<file path="src/rtl/pipe_stage_chain.sv">
`default_nettype none
// ============================================================================
//  Module      : pipe_stage_chain
//  Description : In-order pipeline register chain with load-use stall,
//                flush/halt control, forward-select generation and
//                saturating stall/flush event counters.
//  Revision    : 1.0 - initial release
// ============================================================================
module pipe_stage_chain #(
    parameter int STAGES     = 4,
    parameter int PAYLOAD_W  = 64,
    parameter int RF_ADDRESS = 5,
    parameter int CNT_W      = 16,
    localparam int FWD_W     = $clog2(STAGES)
) (
    input  logic                  clk,
    input  logic                  reset,
    input  logic                  in_valid,
    input  logic [PAYLOAD_W-1:0]  in_payload,
    input  logic [RF_ADDRESS-1:0] in_rd,
    input  logic [RF_ADDRESS-1:0] in_rs1,
    input  logic [RF_ADDRESS-1:0] in_rs2,
    input  logic                  in_regwrite,
    input  logic                  in_memread,
    input  logic                  flush,
    input  logic                  halt,
    output logic                  in_ready,
    output logic                  stall,
    output logic                  out_valid,
    output logic [PAYLOAD_W-1:0]  out_payload,
    output logic [RF_ADDRESS-1:0] out_rd,
    output logic                  out_regwrite,
    output logic [FWD_W-1:0]      fwd_a_sel,
    output logic [FWD_W-1:0]      fwd_b_sel,
    output logic [STAGES-1:0]     stage_valid,
    output logic [CNT_W-1:0]      stall_count,
    output logic [CNT_W-1:0]      flush_count
);

    localparam logic [CNT_W-1:0] c_cnt_one = CNT_W'(1);

    typedef struct packed {
        logic                  valid;
        logic [PAYLOAD_W-1:0]  payload;
        logic [RF_ADDRESS-1:0] rd;
        logic [RF_ADDRESS-1:0] rs1;
        logic [RF_ADDRESS-1:0] rs2;
        logic                  regwrite;
        logic                  memread;
    } stage_t;

    stage_t           r_stage [STAGES];
    stage_t           w_incoming;
    logic             w_accept;
    logic [CNT_W-1:0] r_stall_count;
    logic [CNT_W-1:0] r_flush_count;

    // Load in stage0 whose result the incoming entry needs; x0 never counts.
    assign stall = in_valid
                 & r_stage[0].valid
                 & r_stage[0].memread
                 & r_stage[0].regwrite
                 & (r_stage[0].rd != '0)
                 & ((in_rs1 == r_stage[0].rd) | (in_rs2 == r_stage[0].rd));

    assign in_ready = ~stall & ~halt & ~flush & reset;
    assign w_accept = in_valid & in_ready;

    always_comb begin
        w_incoming          = '0;
        w_incoming.valid    = 1'b1;
        w_incoming.payload  = in_payload;
        w_incoming.rd       = in_rd;
        w_incoming.rs1      = in_rs1;
        w_incoming.rs2      = in_rs2;
        w_incoming.regwrite = in_regwrite;
        w_incoming.memread  = in_memread;
    end

    // Flush kills the entry leaving stage0 as well as the incoming one.
    always_ff @(posedge clk) begin
        if (!reset) begin
            for (int k = 0; k < STAGES; k++) begin
                r_stage[k] <= '0;
            end
        end else if (!halt) begin
            r_stage[0] <= w_accept ? w_incoming : '0;
            r_stage[1] <= flush ? '0 : r_stage[0];
            for (int k = 2; k < STAGES; k++) begin
                r_stage[k] <= r_stage[k-1];
            end
        end
    end

    always_ff @(posedge clk) begin
        if (!reset) begin
            r_stall_count <= '0;
            r_flush_count <= '0;
        end else if (!halt) begin
            if (stall && !flush && (r_stall_count != '1)) begin
                r_stall_count <= r_stall_count + c_cnt_one;
            end
            if (flush && (r_flush_count != '1)) begin
                r_flush_count <= r_flush_count + c_cnt_one;
            end
        end
    end

    // Walk oldest to youngest so the youngest matching producer wins.
    always_comb begin
        fwd_a_sel = '0;
        fwd_b_sel = '0;
        for (int k = STAGES - 1; k >= 1; k--) begin
            if (r_stage[0].valid && r_stage[k].valid && r_stage[k].regwrite
                && (r_stage[k].rd != '0)) begin
                if (r_stage[k].rd == r_stage[0].rs1) begin
                    fwd_a_sel = FWD_W'(k);
                end
                if (r_stage[k].rd == r_stage[0].rs2) begin
                    fwd_b_sel = FWD_W'(k);
                end
            end
        end
    end

    generate
        for (genvar k = 0; k < STAGES; k++) begin : g_valid
            assign stage_valid[k] = r_stage[k].valid;
        end
    endgenerate

    assign out_valid    = r_stage[STAGES-1].valid;
    assign out_payload  = r_stage[STAGES-1].payload;
    assign out_rd       = r_stage[STAGES-1].rd;
    assign out_regwrite = r_stage[STAGES-1].valid & r_stage[STAGES-1].regwrite;
    assign stall_count  = r_stall_count;
    assign flush_count  = r_flush_count;

endmodule
`default_nettype wire

</file>
<file path="config.mk">
export PLATFORM = sky130hd
export DESIGN_NAME = pipe_stage_chain
export DESIGN_NICKNAME = d
export VERILOG_FILES = /design/src/rtl/pipe_stage_chain.sv
export SDC_FILE = /design/constraint.sdc
export NUM_CORES = 1
export LEC_CHECK = 0
export BUFFER_PORTS_ARGS = -buffer_cell sky130_fd_sc_hd__buf_2
export CAP_MARGIN = 20
export CORE_UTILIZATION = 40
export DETAILED_ROUTE_END_ITERATION = 10
export PLACE_DENSITY = 0.69
export SLEW_MARGIN = 20
export SYNTH_ARGS = -nofsm -noshare
export SYNTH_HDL_FRONTEND = slang
export SYNTH_SLANG_ARGS = --single-unit
export TNS_END_PERCENT = 10
</file>
<file path="constraint.sdc">
create_clock -name clk -period 8.2 [get_ports clk]
set_clock_uncertainty 0.1 [all_clocks]
set_input_delay 0.41 -clock clk [delete_from_list [all_inputs] [get_ports clk]]
set_output_delay 0.41 -clock clk [all_outputs]
set_load 0.1 [all_outputs]
</file>
# --- Word level (Yosys, flattened, before mapping) ---
# Memory sizes are Yosys's and may differ from the RTL's.
# Index checks and enable logic that the tools add are counted.
totals:
  regBits: 32
  ramBits: 328
  inputBits: 86
  wordCells: 74
  mem_count: 1
memory_table:
  columns: ["name", "words", "word_bits", "rd", "rd_clocked_by_memory_dff", "write_ports", "line_no", "text"]
  rows:
  - ["r_stage", 4, 82, 4, 0, 4, "52", "stage_t r_stage [STAGES];"]
op_classes:
  addsub: 2
  eq_ne: 10
  muxes: 22
  n_bitwise: 18
  n_reduce_logical: 19
ops:
  columns: ["operator", "n"]
  rows:
  - ["82-bit 2-to-1 mux", 6]
  - ["5-bit equality test", 8]
  - ["16-bit by 1-bit adder with 16-bit output, second input constant", 2]
  - ["16-bit != test, second input constant", 2]
  - ["2-bit 2-to-1 mux", 12]
  - ["5-bit nonzero test", 4]
  - ["1-bit logical AND", 12]
  - ["1-bit bitwise AND", 10]
  - ["1-bit bitwise OR", 5]
  - ["1-bit 2-to-1 mux", 4]
  - ["2-bit AND reduction", 2]
  - ["1-bit inverter", 3]
  - ["1-bit zero test", 1]

# --- Depth between registers and ports, before layout ---
# Gate-level depths: netlist (run 1).
# An unclocked memory read counts as a cell.
depth:
  word_depth: 13
  mapped_depth: 7

# --- Worst setup path after synthesis (run 1) ---
# Ideal clock, no wire load.
synth_timing:
  path_kind: "input to register"
  from: "input reset"
  to: "memory r_stage[0][0] in the netlist's numbering (enable)"
  setup_time_ns: 2.228
  arrival_time_ns: 5.783
  required_ns: 5.872
  path_slack_ns: 0.089
  stages: 3
  cell_sequence: "clkbuf_1 clkbuf_1 nand2_1"
synth_rtl:
  columns: ["item", "line_no", "text"]
  rows:
  - ["start: declaration", "17", "input logic reset,"]
  - ["end: declaration", "52", null]

==> results of run 1 <==
## state kept, by name, summed over array words and instances (netlist names)
name / cells
stall_count: 16
r_stage: 295
flush_count: 16
## path summary, 6_finish.rpt
kind	start	endpoint
min	in_payload[55]	r_stage[0][72]
min reg2reg	stall_count[13]	stall_count[13]
max	r_stage[1][13]	fwd_a_sel[1]
max reg2reg	r_stage[0][14]	r_stage[0][36]
## stage by stage
| step | instance area, sq um | util [%] | worst slack [ns] |
|---|---|---|---|
| detailed placement | 14600 | 43.3 | 4.92 |
| global route | 15800 | 46.9 | 4.83 |
| CTS | 15700 | 46.8 | 4.87 |
| global placement | 14600 | 43.3 | 4.97 |
| finish | 15800 | 46.9 | 5.03 |
| floorplan | 13700 | - | 0.0892 |
## cell type report
class / instances / area [sq um]
Tap cell: 448 / 561
Timing Repair Buffer: 207 / 1090
Inverter: 4 / 15.0
Fill cell: 2913 / 17800
Sequential cell: 327 / 9500
Clock inverter: 23 / 230
Clock buffer: 43 / 948
Antenna cell: 3 / 7.51
Multi-Input combinational cell: 527 / 3440
## cell usage in the layout, fill, tap and decap left out, types with 3 or more instances in the layout
| cell type | instances |
|---|---|
| edfxtp_1 | 295 |
| and2_1 | 217 |
| buf_2 | 198 |
| and3_1 | 84 |
| clkbuf_16 | 37 |
| dfxtp_1 | 32 |
| xor2_1 | 29 |
| xnor2_1 | 20 |
| nand3_1 | 19 |
| nor2_1 | 15 |
| or4_1 | 14 |
| nand4_1 | 13 |
| nand2_1 | 13 |
| a21oi_1 | 12 |
| nor4_1 | 11 |
| nor3_1 | 8 |
| nand2b_1 | 8 |
| o21ai_0 | 7 |
| o31ai_1 | 7 |
| clkinv_2 | 7 |
| or3_1 | 6 |
| mux2i_1 | 6 |
| clkbuf_1 | 6 |
| o21a_1 | 5 |
| and4_1 | 4 |
| inv_1 | 4 |
| clkinv_1 | 4 |
| buf_6 | 4 |
| buf_4 | 4 |
| diode_2 | 3 |
| bufinv_16 | 3 |
| clkinvlp_4 | 3 |
## cell usage after synthesis (all sizes together), types with 14 or more instances
cell    number  area (sq um)
nor2        16          60.1
nand2       15          58.8
xnor2       20           175
xor2        29           254
edfxtp     295          8860
and2       217          1360
nand3       19          95.1
or4         14           105
buf         75           561
dfxtp       32           641
clkbuf      47           178
and3        84           526
## cells by family (layout without fill, tap and decap cells)
| logic type | Yosys count | in the layout | share of synthesized area [%] |
|---|---|---|---|
| buffers and inverters | 127 | 277 | 5.57 |
| xor gates and xnor gates | 49 | 49 | 3.14 |
| other | 0 | 3 | 0 |
| muxes | 6 | 6 | 0.439 |
| and+or+nand+nor | 426 | 426 | 19.1 |
| AOI/OAI and AO/OA | 44 | 44 | 2.11 |
| adders and majority gates | 2 | 2 | 0.183 |
| DFF | 327 | 327 | 69.5 |
## power by group through the flow
stage	clock network (W)	registers, W	logic [W]
after floorplan	0	0.00199	0.000281
after CTS	0.00163	0.00194	0.000327
after detailed placement	0	0.00197	0.000327
after global placement	0	0.00197	0.000324
final	0.00158	0.00194	0.000326
after global routing	0.00169	0.00195	0.000344
## routing by layer
| metal | share of wire, % | vias up | track usage (%) |
|---|---|---|---|
| li1 | - | 3708 | - |
| met1 | 43 | 3471 | 16.1 |
| met2 | 47 | 184 | 20.9 |
| met3 | 6.3 | 44 | 3.19 |
| met4 | 3.2 | 0 | 5.49 |
| met5 | 0 | - | 0 |
==> metrics, run 1 <==
P_int=0.00290 W; post-synth net total=1,069; drt drc=0; Setup TNS Final=0 ns; via count=7,407; Primary FF master, synth=edfxtp_1; placer congestion estimate=0.857; Switching Share=24.4%; largest net degree at the start of global routing=143; Die Area=0.0349 sq mm; Crit path required time=7.69 ns; Ys Warns=0; First-pass DRT Iterations=5; Critical Path End Type=output port; total CTS buffers=37; Max Cap Viol=0; Psw=0.000940 W; worst hold margin=0.103 ns; Final Hold Fails=0; Worst-path clk slew=0.06 ns; CP cell instances=or4_1 -> o2111ai_1 -> nor4_1 -> nand3_1 -> a21boi_0 -> buf_2; syn avg cell area=13.9 sq um; Synth cell types=45; Worst Path Buf+Inv=1; initial drt markers=393; Global Route Usage Sum=12.8%; Max Root-Sink Buffers=3; Clk pwr share=41.1%; vias in the first global route=6,858; Startpoint Class=register; number of placement rows=67; FMAX=316 MHz; # IOs=199; Worst path top cell family by delay=simple AND/OR/NAND/NOR gates; Final Max Tran Viols=0; Chip Width=187 um; final worst-path cycle share=38.6%; ys async rst share=0%; number of synthesized register bits=327; CTS tree=done; total power=0.00384 W; Initial Util=40.7%; Post-CTS Setup Bufs=0; r2r setup slk=5.55 ns; I/O Buffers=198; DR vias/cell=4.68; # setup viols final=0; grt ovf=0; Peak VDD IR=0.127 mV; Slew @ Worst Pin=0.812 ns; share of cells above drive strength 1=24.0%; clk_lat worst skew=0.51 ns; R2R depth=5; Logic pwr share=8.5%; CP Depth=6; mapped cell area=0.0137 sq mm; H-tree Lvls=2; CP max stage delay=0.54 ns; area grow syn2layout=15.4%; relative slew slack=45.9%; first-pass GRT wire length=35,900 um; CORE AREA=0.0336 sq mm; power per cell area=244 mW/mm^2; Flop pwr share=50.4%; Min-Delay Path Class=primary input to register; CP Class=register to output port; register area share after synthesis=69.5%; cts repair resizes=0; crit path DAT=2.66 ns; initial antenna violation count=3; WL final=22,800 um; RSZ-0062 raised after global routing=no; Mapped Cells=981; number of flops mapped to enable cells by yosys=295; NumNets Final=1,192; Worst Path Max Fanout=4; Inst Count DP=1,511; Period minus WS final=3.17 ns; Slowest-stage cell, CP=or4_1; hold path depth=2; Layout Cells excl Fill=1,582; Vert. Die Dim=187 um; CTS root buf=clkbuf_16; Final ANT Viol Nets=0; drt wl/cell=14.4 um; Hold Buf Count CTS=0; clock sink count=327; DP HPWL=14,100 um; P_leak=6.65 nW; status=finished clean
(Power assumes the default switching activity.)
==> run 2: changes to the inputs <==
- PLACE_DENSITY: 0.69 -> 0.66
- clock period: 8.2 -> 3.2 ns (I/O delays scaled with it)
==> run 2 against run 1 <==
Net effect:
- first-iteration DRC count fell by 9.4%
- flip-flop and latch count did not move
- critical path type unchanged
- via count grew 5.1%
- core utilization grew 2.8 points
- combinational power grew to 2.9 times the previous value
- final cell count up 5.2%
- count of clock-buffer cells in the layout unchanged
- global-route usage increased by 0.92 points
- critical endpoint unchanged
==> metrics, run 2 (synthesized netlist as in run 1, its figures left out) <==
Crit path required time=2.94 ns (-4.75 ns); first-pass GRT wire length=38,800 um (+8.0%); FMAX=355 MHz; CTS root buf=clkbuf_16; Worst Path Max Fanout=4 (unchanged); total power=0.0101 W (+160%); Critical Path End Type=output port; DR vias/cell=4.68 (about the same); RSZ-0062 raised after global routing=no; most frequent cells in the layout=edfxtp_1, and2_1, buf_2; Top reg by flops=r_stage; clk_lat worst skew=0.50 ns (about the same); Worst-path clk slew=0.06 ns (about the same); design area=0.0167 sq mm (+5.9%); R2R depth=5 (unchanged); grt ovf=0 (unchanged); Die Area=0.0349 sq mm (unchanged); register area=0.00950 sq mm (unchanged); FILL cells=2,883 (-1.0%); status=finished clean; Initial Util=40.7% (unchanged); CORE AREA=0.0336 sq mm (unchanged); vias in the first global route=7,361 (+7.3%); largest net degree at the start of global routing=83 (-42%); Final Max Tran Viols=0 (unchanged); r2r setup slk=0.75 ns (-4.80 ns); area grow syn2layout=22.2%; crit path DAT=2.56 ns (-0.10 ns); # setup viols final=0 (unchanged); Global Route Usage Sum=13.7% (+0.92 points); Final Hold Fails=0 (unchanged); final worst-path cycle share=88.1%; CTS tree=done; cts repair resizes=0 (unchanged); NumNets Final=1,277 (+7.1%); hold path start=flush; highest metal used=met4; drt drc=0 (unchanged); R2R Path End=r_stage[0][11]; met2 WL=11,800 um (+9.0%); via count=7,788 (+5.1%); Startpoint Class=register; Final ANT Viol Nets=0 (unchanged); relative slew slack=55.0% (+9.2 points); placed cell area=0.0147 sq mm (+0.76%); area of the multi-input gates=0.00345 sq mm (+0.47%); number of placement rows=67 (unchanged); WL met3=1120 um (-22%); initial drt markers=356 (-9.4%); P_leak=7.05 nW (+6.1%); Peak VDD IR=0.347 mV (+170%); Reg-to-Reg Start=r_stage[0][13]; H-tree Lvls=2 (unchanged); power per cell area=606 mW/mm^2 (+150%); Vert. Die Dim=187 um (unchanged); DP HPWL=15,200 um (+7.4%); Min-Delay Path Class=primary input to register; Period minus WS final=2.82 ns; Hold Path End=stall_count[3]; clock sink count=327 (unchanged); I/O Buffers=198 (unchanged); Largest register FFs=295 (unchanged); hold path depth=3 (+1); initial antenna violation count=2 (-1); First-pass DRT Iterations=4 (-1); Layout Cells excl Fill=1,664 (+5.2%); drt wl/cell=14.7 um (+2.3%); Inst Count DP=1,517 (+0.40%); met1 WL=10,800 um (+10%); share of cells above drive strength 1=22.4% (-1.6 points); Max Cap Viol=0 (unchanged); CP Class=register to output port; Chip Width=187 um (unchanged); placer congestion estimate=0.853 (-0.47%); Max Root-Sink Buffers=3 (unchanged); # IOs=199 (unchanged); commonest non-fill, non-tap cell in the layout=edfxtp_1; WL final=24,500 um (+7.6%); Slew @ Worst Pin=0.674 ns (-0.138 ns); total CTS buffers=36 (-2.7%)
[run 2: cell types whose count changed in the layout (fill, tap and decap cells not counted), moves of 2 or more]
cell,before,now
dlygate4sd3_1,0,82
clkinv_1,4,7
clkinvlp_4,3,0
clkinv_2,7,4
buf_6,4,0
clkinv_8,2,0
diode_2,3,1
buf_4,4,9
buf_12,1,4
bufinv_16,3,6
[run 2: worst max path at each step]
stage / cells after the start / endpoint / start / slack (ns)
floorplan: 4 / fwd_a_sel[1] / r_stage[3][81] / -1.42
global placement: 5 / r_stage[0][50] / r_stage[0][13] / 0.91
CTS: 6 / fwd_a_sel[1] / r_stage[1][13] / 0.36
finish: 6 / fwd_a_sel[1] / r_stage[1][13] / 0.38
global route: 6 / fwd_a_sel[1] / r_stage[1][14] / 0.21
detailed placement: 5 / r_stage[0][40] / r_stage[0][13] / 0.84
[run 2: where the power goes]
part	internal, W	switching [W]	leakage [nW]	total (W)
combinational	0.000238	0.000696	2.94	0.000933
clock	0.00263	0.00160	0.598	0.00422
sequential	0.00489	0.0000780	3.51	0.00496
[run 2: layout make-up]
class | instances | share of cell area (%)
flip-flops and latches | 327 | 56.9
multi-input cells | 527 | 20.7
repair buffers | 293 | 11.7
clock buffers | 43 | 5.74
well taps | 448 | 3.35
clock inverters | 21 | 1.57
inverters | 4 | 0.0899
diodes | 1 | 0.0150
[run 2: worst max-delay path: stages, from the launching register on]
cell and delay [ns]:
edfxtp_1 0.44, or4_1 0.53, o2111ai_1 0.23, nor4_1 0.09
nand3_1 0.12, a21boi_0 0.19, buf_2 0.45
[run 2: through the flow]
step | setup WS [ns] | hold slack, ns | util, % | setup TNS, ns
CTS | 0.358 | 0.0439 | 49.7 | 0
floorplan | -1.42 | 0.216 | - | -2.67
finish | 0.380 | 0.0711 | 49.7 | 0
detailed placement | 0.840 | 0.374 | 43.6 | 0
global placement | 0.911 | 0.371 | 43.6 | 0
global route | 0.205 | 0.0881 | 49.7 | 0
[run 2: repair_timing]
action                                 CTS  global route
endpoints found under the hold margin   83             0
hold buffers                            82             0
buffers inserted                         0             0
[run 2: layer usage]
metal  track usage [%]  up-vias
li1                  -     3861
met1              17.3     3673
met2              23.2      194
met3              2.55       60
met4              5.61        0
met5                 0        -
==> run 3: changes to the inputs <==
- CORE_MARGIN: default -> 2
- GPL_TIMING_DRIVEN: default -> 1
- SKIP_CTS_REPAIR_TIMING: default -> 1
==> run 3 against run 2 <==
Net effect:
- combinational power is essentially flat
- first-iteration DRC count grew 33%
- fmax shrank 3.6%
- design area shrank 0.76%
- critical path type unchanged
==> metrics, run 3 (synthesized netlist as in run 1, its figures left out) <==
Largest register FFs=295 (unchanged); NumNets Final=1,275 (-0.16%); CP cell instances=or4_1 -> o2111ai_1 -> nor4_1 -> nand3_1 -> a21boi_0 -> buf_2; Slowest-stage cell, CP=or4_1; FMAX=342 MHz (-3.6%); via count=7,811 (+0.30%); area grow syn2layout=21.2%; initial drt markers=474 (+33%); Worst Path Buf+Inv=1 (unchanged); drt drc=0 (unchanged); CP max stage delay=0.55 ns (+0.02 ns); number of placement rows=67 (unchanged); clk_lat worst skew=0.50 ns (about the same); CP Class=register to output port; power per cell area=587 mW/mm^2 (-3.0%); initial antenna violation count=1 (-1); Peak VDD IR=0.289 mV (-17%); Worst Path Max Fanout=4 (unchanged); WL final=25,200 um (+2.8%); total CTS buffers=36 (unchanged); CTS root buf=clkbuf_16; Max Cap Viol=0 (unchanged); smallest setup slack after layout=0.277 ns (-0.104 ns); Critical Path End Type=output port; Max Root-Sink Buffers=3 (unchanged); Period minus WS final=2.92 ns (+0.104 ns); placer congestion estimate=0.865 (+1.4%); design area=0.0166 sq mm (-0.76%); Reg-to-Reg Start=r_stage[0][13]; RSZ-0062 raised after global routing=no; placed cell area=0.0147 sq mm (about the same); CP Depth=6 (unchanged); Worst-path clk slew=0.06 ns (about the same); final worst-path cycle share=91.4% (+3.2 points); Global Route Usage Sum=13.3% (-0.36 points); largest net degree at the start of global routing=143 (+72%); r2r setup slk=0.64 ns (-0.11 ns); # IOs=199 (unchanged); commonest non-fill, non-tap cell in the layout=edfxtp_1; Final Hold Fails=0 (unchanged); Top reg by flops=r_stage; share of cells above drive strength 1=22.1% (-0.32 points); First-pass DRT Iterations=4 (unchanged); Slew @ Worst Pin=0.880 ns (+0.206 ns); I/O Buffers=198 (unchanged); clock sink count=327 (unchanged); Initial Util=40.7% (unchanged); first-pass GRT wire length=38,400 um (-0.84%); hold path start=reset; Worst path top cell family by delay=simple AND/OR/NAND/NOR gates; Chip Width=189 um (+1.1%); Die Area=0.0357 sq mm (+2.2%); status=finished clean; Min-Delay Path Class=primary input to register; crit path DAT=2.66 ns (+0.10 ns); Vert. Die Dim=189 um (+1.1%); most frequent cells in the layout=edfxtp_1, and2_1, buf_2; Place WS=0.474 ns (-0.366 ns); CORE AREA=0.0336 sq mm (unchanged); final core utilization=49.3% (-0.38 points); drt wl/cell=15.2 um (+3.1%); R2R Path End=r_stage[0][31]; P_leak=6.98 nW (-0.97%); DP HPWL=15,600 um (+2.8%); worst setup path start=r_stage[1][13]; # setup viols final=0 (unchanged); CTS tree=done; grt ovf=0 (unchanged); Worst Setup EP=fwd_a_sel[1]; relative slew slack=41.3% (-14 points); Crit path required time=2.94 ns (about the same); worst hold margin=0.0106 ns (-0.0604 ns); H-tree Lvls=2 (unchanged); Final ANT Viol Nets=0 (unchanged); Final Max Tran Viols=0 (unchanged); DR vias/cell=4.71 (+0.60%); vias in the first global route=7,187 (-2.4%); Startpoint Class=register; R2R depth=5 (unchanged)
[run 3: worst min-delay path by stage]
stage / to / slack (ns) / cells after the start
floorplan: stall_count[3] / 0.22 / 2
global placement: r_stage[0][79] / 0.37 / 2
detailed placement: r_stage[0][18] / 0.37 / 2
CTS: r_stage[0][42] / -0.16 / 2
global route: flush_count[4] / 0.02 / 2
finish: stall_count[4] / 0.01 / 2
[run 3: power by group]
part / leakage (nW) / internal (W) / total, W / switching (W)
combinational: 2.94 / 0.000239 / 0.000936 / 0.000697
clock: 0.534 / 0.00228 / 0.00384 / 0.00156
sequential: 3.51 / 0.00489 / 0.00497 / 0.0000804
[run 3: routing by layer]
layer	track usage, %	up-vias	wire [um]
li1	-	3860	-
met1	17.8	3688	11100
met2	21.9	204	12100
met3	2.50	59	1190
met4	4.60	0	788
met5	0	-	0
[run 3: layout make-up]
cell class | instances | area [sq um]
clock inverter | 16 | 138
timing repair buffer | 291 | 1960
clock buffer | 45 | 956
fill | 2913 | 17000
inverter | 4 | 15.0
sequential | 327 | 9500
tap | 448 | 561
antenna | 1 | 2.50
multi-input combinational | 527 | 3450
[run 3: through the flow]
| step | setup TNS, ns | power, W | instances |
|---|---|---|---|
| final | 0 | 0.00974 | 1659 |
| after global routing | 0 | 0.0101 | 1659 |
| after CTS | 0 | 0.00978 | 1576 |
| after detailed placement | 0 | 0.00592 | 1515 |
| after global placement | 0 | 0.00590 | 1515 |
| after floorplan | -2.67 | 0.00578 | 981 |
